File: src/rtl/cpu_pkg.sv
// Shared CPU definitions: branch/CALL/RET selector encodings.
package cpu_pkg;

  typedef enum logic [2:0] {
    F3_BEQ  = 3'b000,
    F3_BNE  = 3'b001,
    F3_CALL = 3'b010,
    F3_RET  = 3'b011,
    F3_BLT  = 3'b100,
    F3_BGE  = 3'b101,
    F3_BLTU = 3'b110,
    F3_BGEU = 3'b111
  } func3_e;

endpackage

File: src/rtl/ras_stack.sv
// Circular return-address stack: a push when full overwrites the oldest entry.
module ras_stack #(
  parameter int unsigned XLEN      = 19,
  parameter int unsigned RAS_DEPTH = 8
) (
  input  logic                       clk,
  input  logic                       reset_n,
  input  logic                       push_i,
  input  logic                       pop_i,
  input  logic [XLEN-1:0]            push_data_i,
  output logic [XLEN-1:0]            top_o,
  output logic [$clog2(RAS_DEPTH):0] count_o,
  output logic                       full_o,
  output logic                       empty_o
);

  localparam int unsigned PW = $clog2(RAS_DEPTH);
  localparam int unsigned CW = PW + 1;

  logic [XLEN-1:0] r_mem [RAS_DEPTH];
  logic [PW-1:0]   r_sp;     // next slot to write; equals oldest slot when full
  logic [CW-1:0]   r_count;

  // Entry storage carries no reset; entries are only read after being pushed.
  always_ff @(posedge clk) begin
    if (push_i) begin
      r_mem[r_sp] <= push_data_i;
    end
  end

  // Stack pointer and occupancy; pointer wraps so overflow overwrites the oldest entry.
  always_ff @(posedge clk or negedge reset_n) begin
    if (!reset_n) begin
      r_sp    <= '0;
      r_count <= '0;
    end else if (push_i) begin
      r_sp <= r_sp + PW'(1);
      if (r_count != CW'(RAS_DEPTH)) begin
        r_count <= r_count + CW'(1);
      end
    end else if (pop_i && (r_count != '0)) begin
      r_sp    <= r_sp - PW'(1);
      r_count <= r_count - CW'(1);
    end
  end

  assign top_o   = r_mem[r_sp - PW'(1)];
  assign count_o = r_count;
  assign full_o  = (r_count == CW'(RAS_DEPTH));
  assign empty_o = (r_count == '0);

endmodule

File: src/rtl/pc_ras_unit.sv
// Program counter with next-PC selection and return-address stack for CALL/RET.
module pc_ras_unit
  import cpu_pkg::*;
#(
  parameter int unsigned     XLEN      = 19,
  parameter int unsigned     RAS_DEPTH = 8,
  parameter logic [XLEN-1:0] RESET_PC  = 19'h00100,
  parameter logic [XLEN-1:0] TRAP_PC   = 19'h00000,
  parameter int unsigned     PC_STEP   = 4
) (
  input  logic                       clk,
  input  logic                       reset_n,
  input  logic                       stall_i,
  input  logic                       is_b_type_i,
  input  logic [2:0]                 func3_i,
  input  logic                       br_taken_i,
  input  logic                       pc_sel_i,
  input  logic [XLEN-1:0]            target_i,
  input  logic                       err_clr_i,
  output logic [XLEN-1:0]            pc_q,
  output logic [$clog2(RAS_DEPTH):0] ras_count_o,
  output logic                       ras_full_o,
  output logic                       ras_empty_o,
  output logic                       ras_ovf_o,
  output logic                       ras_udf_o
);

  logic [XLEN-1:0] w_pc_seq;
  logic [XLEN-1:0] w_target;
  logic [XLEN-1:0] w_pc_next;
  logic [XLEN-1:0] w_ras_top;
  logic            w_push;
  logic            w_pop;
  logic            w_ovf;
  logic            w_udf;
  func3_e          w_f3;

  assign w_pc_seq = pc_q + XLEN'(PC_STEP);
  assign w_target = target_i & ~XLEN'(1);
  assign w_f3     = func3_e'(func3_i);

  // Next-PC mux and stack requests; stall suppresses every state change.
  always_comb begin
    w_pc_next = w_pc_seq;
    w_push    = 1'b0;
    w_pop     = 1'b0;
    w_ovf     = 1'b0;
    w_udf     = 1'b0;
    if (is_b_type_i && !stall_i) begin
      case (w_f3)
        F3_CALL: begin
          w_push    = 1'b1;
          w_ovf     = ras_full_o;
          w_pc_next = w_target;
        end
        F3_RET: begin
          if (ras_empty_o) begin
            w_udf     = 1'b1;
            w_pc_next = TRAP_PC;
          end else begin
            w_pop     = 1'b1;
            w_pc_next = w_ras_top;
          end
        end
        default: begin
          if (br_taken_i || pc_sel_i) begin
            w_pc_next = w_target;
          end
        end
      endcase
    end
  end

  // PC register and sticky error flags; a new event wins over a clear.
  always_ff @(posedge clk or negedge reset_n) begin
    if (!reset_n) begin
      pc_q      <= RESET_PC;
      ras_ovf_o <= 1'b0;
      ras_udf_o <= 1'b0;
    end else if (!stall_i) begin
      pc_q      <= w_pc_next;
      ras_ovf_o <= w_ovf | (ras_ovf_o & ~err_clr_i);
      ras_udf_o <= w_udf | (ras_udf_o & ~err_clr_i);
    end
  end

  ras_stack #(
    .XLEN      (XLEN),
    .RAS_DEPTH (RAS_DEPTH)
  ) u_ras_stack (
    .clk         (clk),
    .reset_n     (reset_n),
    .push_i      (w_push),
    .pop_i       (w_pop),
    .push_data_i (w_pc_seq),
    .top_o       (w_ras_top),
    .count_o     (ras_count_o),
    .full_o      (ras_full_o),
    .empty_o     (ras_empty_o)
  );

endmodule

File: config.mk
export PLATFORM = sky130hd
export DESIGN_NAME = pc_ras_unit
export DESIGN_NICKNAME = d
export VERILOG_FILES = /design/src/rtl/cpu_pkg.sv /design/src/rtl/ras_stack.sv /design/src/rtl/pc_ras_unit.sv
export SDC_FILE = /design/constraint.sdc
export NUM_CORES = 1
export LEC_CHECK = 0
export BUFFER_PORTS_ARGS = -buffer_cell sky130_fd_sc_hd__buf_2
export CORE_MARGIN = 1.5
export CORE_UTILIZATION = 54
export DETAILED_ROUTE_END_ITERATION = 12
export PLACE_DENSITY = 0.85
export SLEW_MARGIN = 0
export SYNTH_ARGS = -nofsm -noshare
export SYNTH_HDL_FRONTEND = slang
export SYNTH_SLANG_ARGS = --single-unit
File: constraint.sdc
create_clock -name clk -period 3.2 [get_ports clk]
set_clock_uncertainty 0.2 [all_clocks]
set_input_delay 0.16 -clock clk [delete_from_list [all_inputs] [get_ports clk]]
set_output_delay 0.16 -clock clk [all_outputs]
set_load 0.05 [all_outputs]
After elaboration in Yosys (flattened, before gate mapping)
Memory sizes are Yosys's and may differ from the RTL's.
Index checks and enable logic that the tools add are counted.
{ "word_totals": {"ff_bits": 28, "ramBits": 152, "out_inout_bits": 27, "word_cells": 50, "mem_count": 1} }
{ "memory_table": {"columns": ["name", "words", "width", "rd", "rd_ports_with_merged_regs", "wr", "line_no", "text"], "rows": [
  ["u_ras_stack.r_mem", 8, 19, 1, 0, 1, "ras_stack.sv:20", "logic [XLEN-1:0] r_mem [RAS_DEPTH];"]
]} }
{ "classes": {"n_addsub": 5, "eq_ne": 5, "muxes": 21, "bitwise": 5, "n_reduce_logical": 8} }
{ "ops": {"columns": ["operator", "count"], "rows": [
  ["two-way mux 19 bit", 3],
  ["one-hot mux 19 bit (2 select lines)", 1],
  ["adder 19 x 3 -> 19 bit, second input constant", 1],
  ["two-way mux 1 bit", 12],
  ["two-way mux 4 bit", 3],
  ["equality test 3 x 2 -> 1 bit, second input constant", 2],
  ["two-way mux 3 bit", 2],
  ["adder 4 x 1 -> 4 bit, second input constant", 1],
  ["equality test 4 bit, second input constant", 1],
  ["logical NOT 4 bit", 1],
  ["inequality test 4 bit, second input constant", 1],
  ["nonzero test 4 bit", 1],
  ["subtractor 4 x 1 -> 4 bit, second input constant", 1],
  ["adder 3 x 1 -> 3 bit, second input constant", 1],
  ["subtractor 3 x 1 -> 3 bit, second input constant", 1],
  ["AND 1 bit", 2],
  ["logical AND 1 bit", 2],
  ["inequality test 2 bit, second input constant", 1],
  ["bitwise OR 1 bit", 2],
  ["AND reduction 2 bit", 1],
  ["nonzero test 2 bit", 1],
  ["logical NOT 1 bit", 1],
  ["logical OR 1 bit", 1],
  ["NOT 1 bit", 1]
]} }

Logic depth before layout (Yosys ltp)
{ "depth": {"depth_word": 7, "ltp_mapped": 12} }

Cells and area by module
A second synthesis with hierarchy kept.
{ "hier_totals": {"hier_cells": 472, "area_unflattened_um2": 8089.0} }
{ "modules_own_cells": {"columns": ["module", "instances", "cells_each", "area_each_um2"], "rows": [
  ["ras_stack", 1, 275, 6381.1],
  ["pc_ras_unit", 1, 197, 1707.9]
]} }

Least setup slack after synthesis
Ideal clock, no wire load.
{ "synth_timing": {"path_kind": "register to register", "start": "register u_ras_stack.r_sp[0]", "end": "memory u_ras_stack.r_mem[1][0], enable pin", "setup_time_ns": 0.443, "arrival_ns": 2.882, "setup_slack_ns": -0.326, "path_stages_with_launch": 5, "path_buffers": 2, "path_cell_list": "dfrtp_1 buf_2 buf_4 inv_1 nor4_1"} }
{ "synth_rtl": {"columns": ["item", "line_no", "text"], "rows": [
  ["start: declaration", "ras_stack.sv:21", "logic [PW-1:0] r_sp;"],
  ["start signal: assignment", "ras_stack.sv:37", "r_sp <= r_sp + PW'(1);"],
  ["start signal: assignment", "ras_stack.sv:42", "r_sp <= r_sp - PW'(1);"],
  ["end: declaration", "ras_stack.sv:20", null]
]} }
No word-level cell before the write port.

Worst setup path after layout
{ "layout_timing": {"start": "register u_ras_stack.r_sp[1]", "end": "register pc_q[1]"} }
{ "layout_via": {"elab_chain_len": 5} }
{ "layout_lines": {"columns": ["item", "line_no", "text"], "rows": [
  ["subtractor 3 x 1 -> 3 bit", "ras_stack.sv:47", "assign top_o = r_mem[r_sp - PW'(1)];"],
  ["memory (8 x 19 bit)", null, null],
  ["two-way mux 19 bit", "pc_ras_unit.sv:57", "if (ras_empty_o) begin"],
  ["one-hot mux 19 bit (2 select lines)", "pc_ras_unit.sv:50", "case (w_f3)"],
  ["two-way mux 19 bit", "pc_ras_unit.sv:49", "if (is_b_type_i && !stall_i) begin"],
  ["end signal: assignment", "pc_ras_unit.sv:81", "pc_q <= w_pc_next;"],
  ["end: declaration", "pc_ras_unit.sv:20", "output logic [XLEN-1:0] pc_q,"]
]} }
Every way passes these cells.
A chain may end at the register's enable or synchronous reset.

==> reports/qor.txt <==
PD cells - 900 nW/um^2
Netlist Area Pre-Place - 7820 um^2
wire length per cell - 24.0 um
# diodes - 0
Avg Inst Size Synth - 14.8 um^2
initial core utilization - 55.9%
Synth cell types - 57
first-pass GRT wire length - 29600 um
clock-pin slew on the worst setup and hold paths - 60 ps
met2 WL post-DR - 9530 um
commonest non-fill, non-tap cell in the layout - edfxtp_1
DRT Wirelength - 19600 um
maximum buffer depth of the clock tree - 2
RR Endpoint - pc_q[1]
die width - 123 um
WHS Endpoint - pc_q[15]
critical path arrival - 3050 ps
Vias/cell - 6.54
DRT met1 WL - 7300 um
Yosys reg bits - 180
CP cell instances - inv_1 -> ha_1 -> xnor2_2 -> buf_4 -> nand2_1 -> a21oi_1 -> a21oi_1 -> dlygate4sd3_1 -> o21ai_0
status - complete, no violations
remaining antenna violation count - 0
register area share after synthesis - 67.3%
Fin Hold WS - 114 ps
GRT overflow - 0
min-delay src - stall_i
Critical Path Sink Type - flip-flop
R2R depth - 9
Clock Latency Late Sink - 430 ps
fraction of layout cells with a size suffix above 1 - 24.6%
Slew @ Worst Pin - 1070 ps
port bufs - 54
Most used DFF post-synth - edfxtp_1
Chip Height - 123 um
core area - 14000 um^2
commonest non-fill, non-tap cells in the layout - edfxtp_1, nand2_1, buf_2
First-pass DRT Iterations - 6
syn nets - 563
CP dominant cell by count - a21oi_1
# H-tree levels - 4
Final Max Slew Viols - 0
max_slew headroom - 28.2%
HP Class - input pin to flip-flop
Highest Signal Layer - met4
estimated wirelength of the detail-placed design - 12000 um
RSZ-0062 raised after global routing - no
Area Growth Syn to Fin - 17.7%
Crit Path Class - flip-flop to flip-flop
initial drt markers - 789
slowest CP cell - dfrtp_1
setup TNS - 0 ps
LEAKAGE - 3.27 nW
die area - 15200 um^2
Inserted Clock Buffers - 17
I/O pin cnt - 56
Worst Path Required - 3350 ps
reg-to-reg critical path startpoint - u_ras_stack.r_sp[1]
Worst Hold Depth - 5
via count - 5332
maximum vdd ir drop - 629 uV
pin count of the biggest net entering global routing - 38
YS warnings - 0
CTS tree - done
minimum clock period - 2900 ps
R2R Setup Slk - 300 ps
Critical Path Fanout Max - 24
clk root buf - clkbuf_16
clock tree sinks - 180
period utilization - 90.5%
Detail Route met3 WL - 2240 um
initial antenna violation count - 0
Setup-failing EPs final - 0
EDFF count, synth - 152
crit-path max cell delay - 570 ps
FP Rows - 43
Resize count post-CTS - 0
Tot GR Track Use - 27.3%
GP Congestion - 0.885
Post-Syn Instances - 529
crit path launch type - flip-flop
max cap viols - 0
Final #Nets - 656
Hold Fails Final Rpt - 0
DRC Markers - 0
vias in the first global route - 5339
Tot Pwr - 0.00828 W
Max Freq - 345 MHz
Post-synth ARST share - 15.6%
-- critical path, delay by kind of cell, from the launching register on --
kind,cells,cell delay [ps]
flops,1,570
simple gates,1,90
fa+ha+maj,1,320
buf+inv,3,1020
compound gates,3,330
xor+xnor,1,280
-- worst max path at each step --
stage / startpoint / endpoint
finish: u_ras_stack.r_sp[1] / pc_q[1]
global route: u_ras_stack.r_sp[1] / pc_q[1]
CTS: u_ras_stack.r_sp[1] / pc_q[1]
detailed placement: pc_q[2] / u_ras_stack.r_mem[4][18]
global placement: u_ras_stack.r_sp[1] / pc_q[15]
floorplan: is_b_type_i / u_ras_stack.r_mem[6][0]
-- through the flow --
step	worst slack (ps)	util, %	std cells	cell area [um^2]
after floorplan	241	-	529	7840
after global placement	548	60.3	761	8440
after detailed placement	492	60.3	761	8440
after CTS	324	65.8	815	9210
after global routing	136	65.8	815	9210
final	303	65.8	815	9210
-- cell families (layout without fill, tap and decap cells) --
logic type	after synthesis	in the layout	share of synthesized area (%)
AO/OA/AOI/OAI	82	82	7.26
AND/OR/NAND/NOR	157	157	10.1
multiplexers	41	41	9.31
buffers and inverters	41	147	2.38
adder cells (fa/ha/maj)	5	5	0.800
flip-flops	180	180	67.3
XOR/XNOR	23	23	2.77
-- where the power goes --
part	total (W)	switching, W	internal, W	leakage [nW]
Sequential	0.00319	0.000282	0.00291	1.72
Combinational	0.00317	0.00204	0.00112	1.30
Clock	0.00193	0.000865	0.00106	0.252
Total	0.00828	0.00319	0.00509	3.27
-- synthesized netlist by cell type (7+ instances only) --
library cell / instances / area [um^2]
nand3_1: 23 / 115
o21ai_0: 13 / 65.1
clkbuf_1: 9 / 33.8
a31oi_1: 8 / 50.1
o211ai_1: 7 / 52.6
nor2_1: 17 / 63.8
a21oi_1: 19 / 95.1
nor3_1: 8 / 40.0
xnor2_1: 13 / 114
mux4_2: 25 / 563
edfxtp_1: 152 / 4560
nand2_1: 62 / 233
xor2_1: 8 / 70.1
buf_2: 13 / 65.1
dfrtp_1: 27 / 676
nand4_1: 7 / 43.8
nor4_1: 10 / 62.6
mux2i_1: 12 / 120
inv_1: 13 / 48.8
-- area by class of cell --
type / count / area (um^2)
flip-flops and latches: 180 / 5270
fillers: 966 / 4780
multi-input cells: 308 / 2440
repair buffers: 101 / 678
clock buffers: 18 / 429
well taps: 180 / 225
clock inverters: 14 / 115
inverters: 14 / 52.6
-- metal layers --
metal	GRT usage (%)	vias up
met5	0	-
met4	10.6	0
met3	8.49	53
met2	43.1	378
met1	35.7	2661
li1	-	2240
-- state kept, by name, indices dropped and copies added, names as in the netlist --
signal and flops:
pc_q 19, u_ras_stack.r_mem 152, ras_ovf_o 1, ras_udf_o 1, u_ras_stack.r_sp 3, u_ras_stack.count_o 4
-- timing repair --
item,4_1_cts,5_1_grt
hold endpoints to repair,48,0
buffers inserted,0,0
endpoints found under the setup margin,0,0
hold buffers,22,0
(Power assumes the default switching activity.)
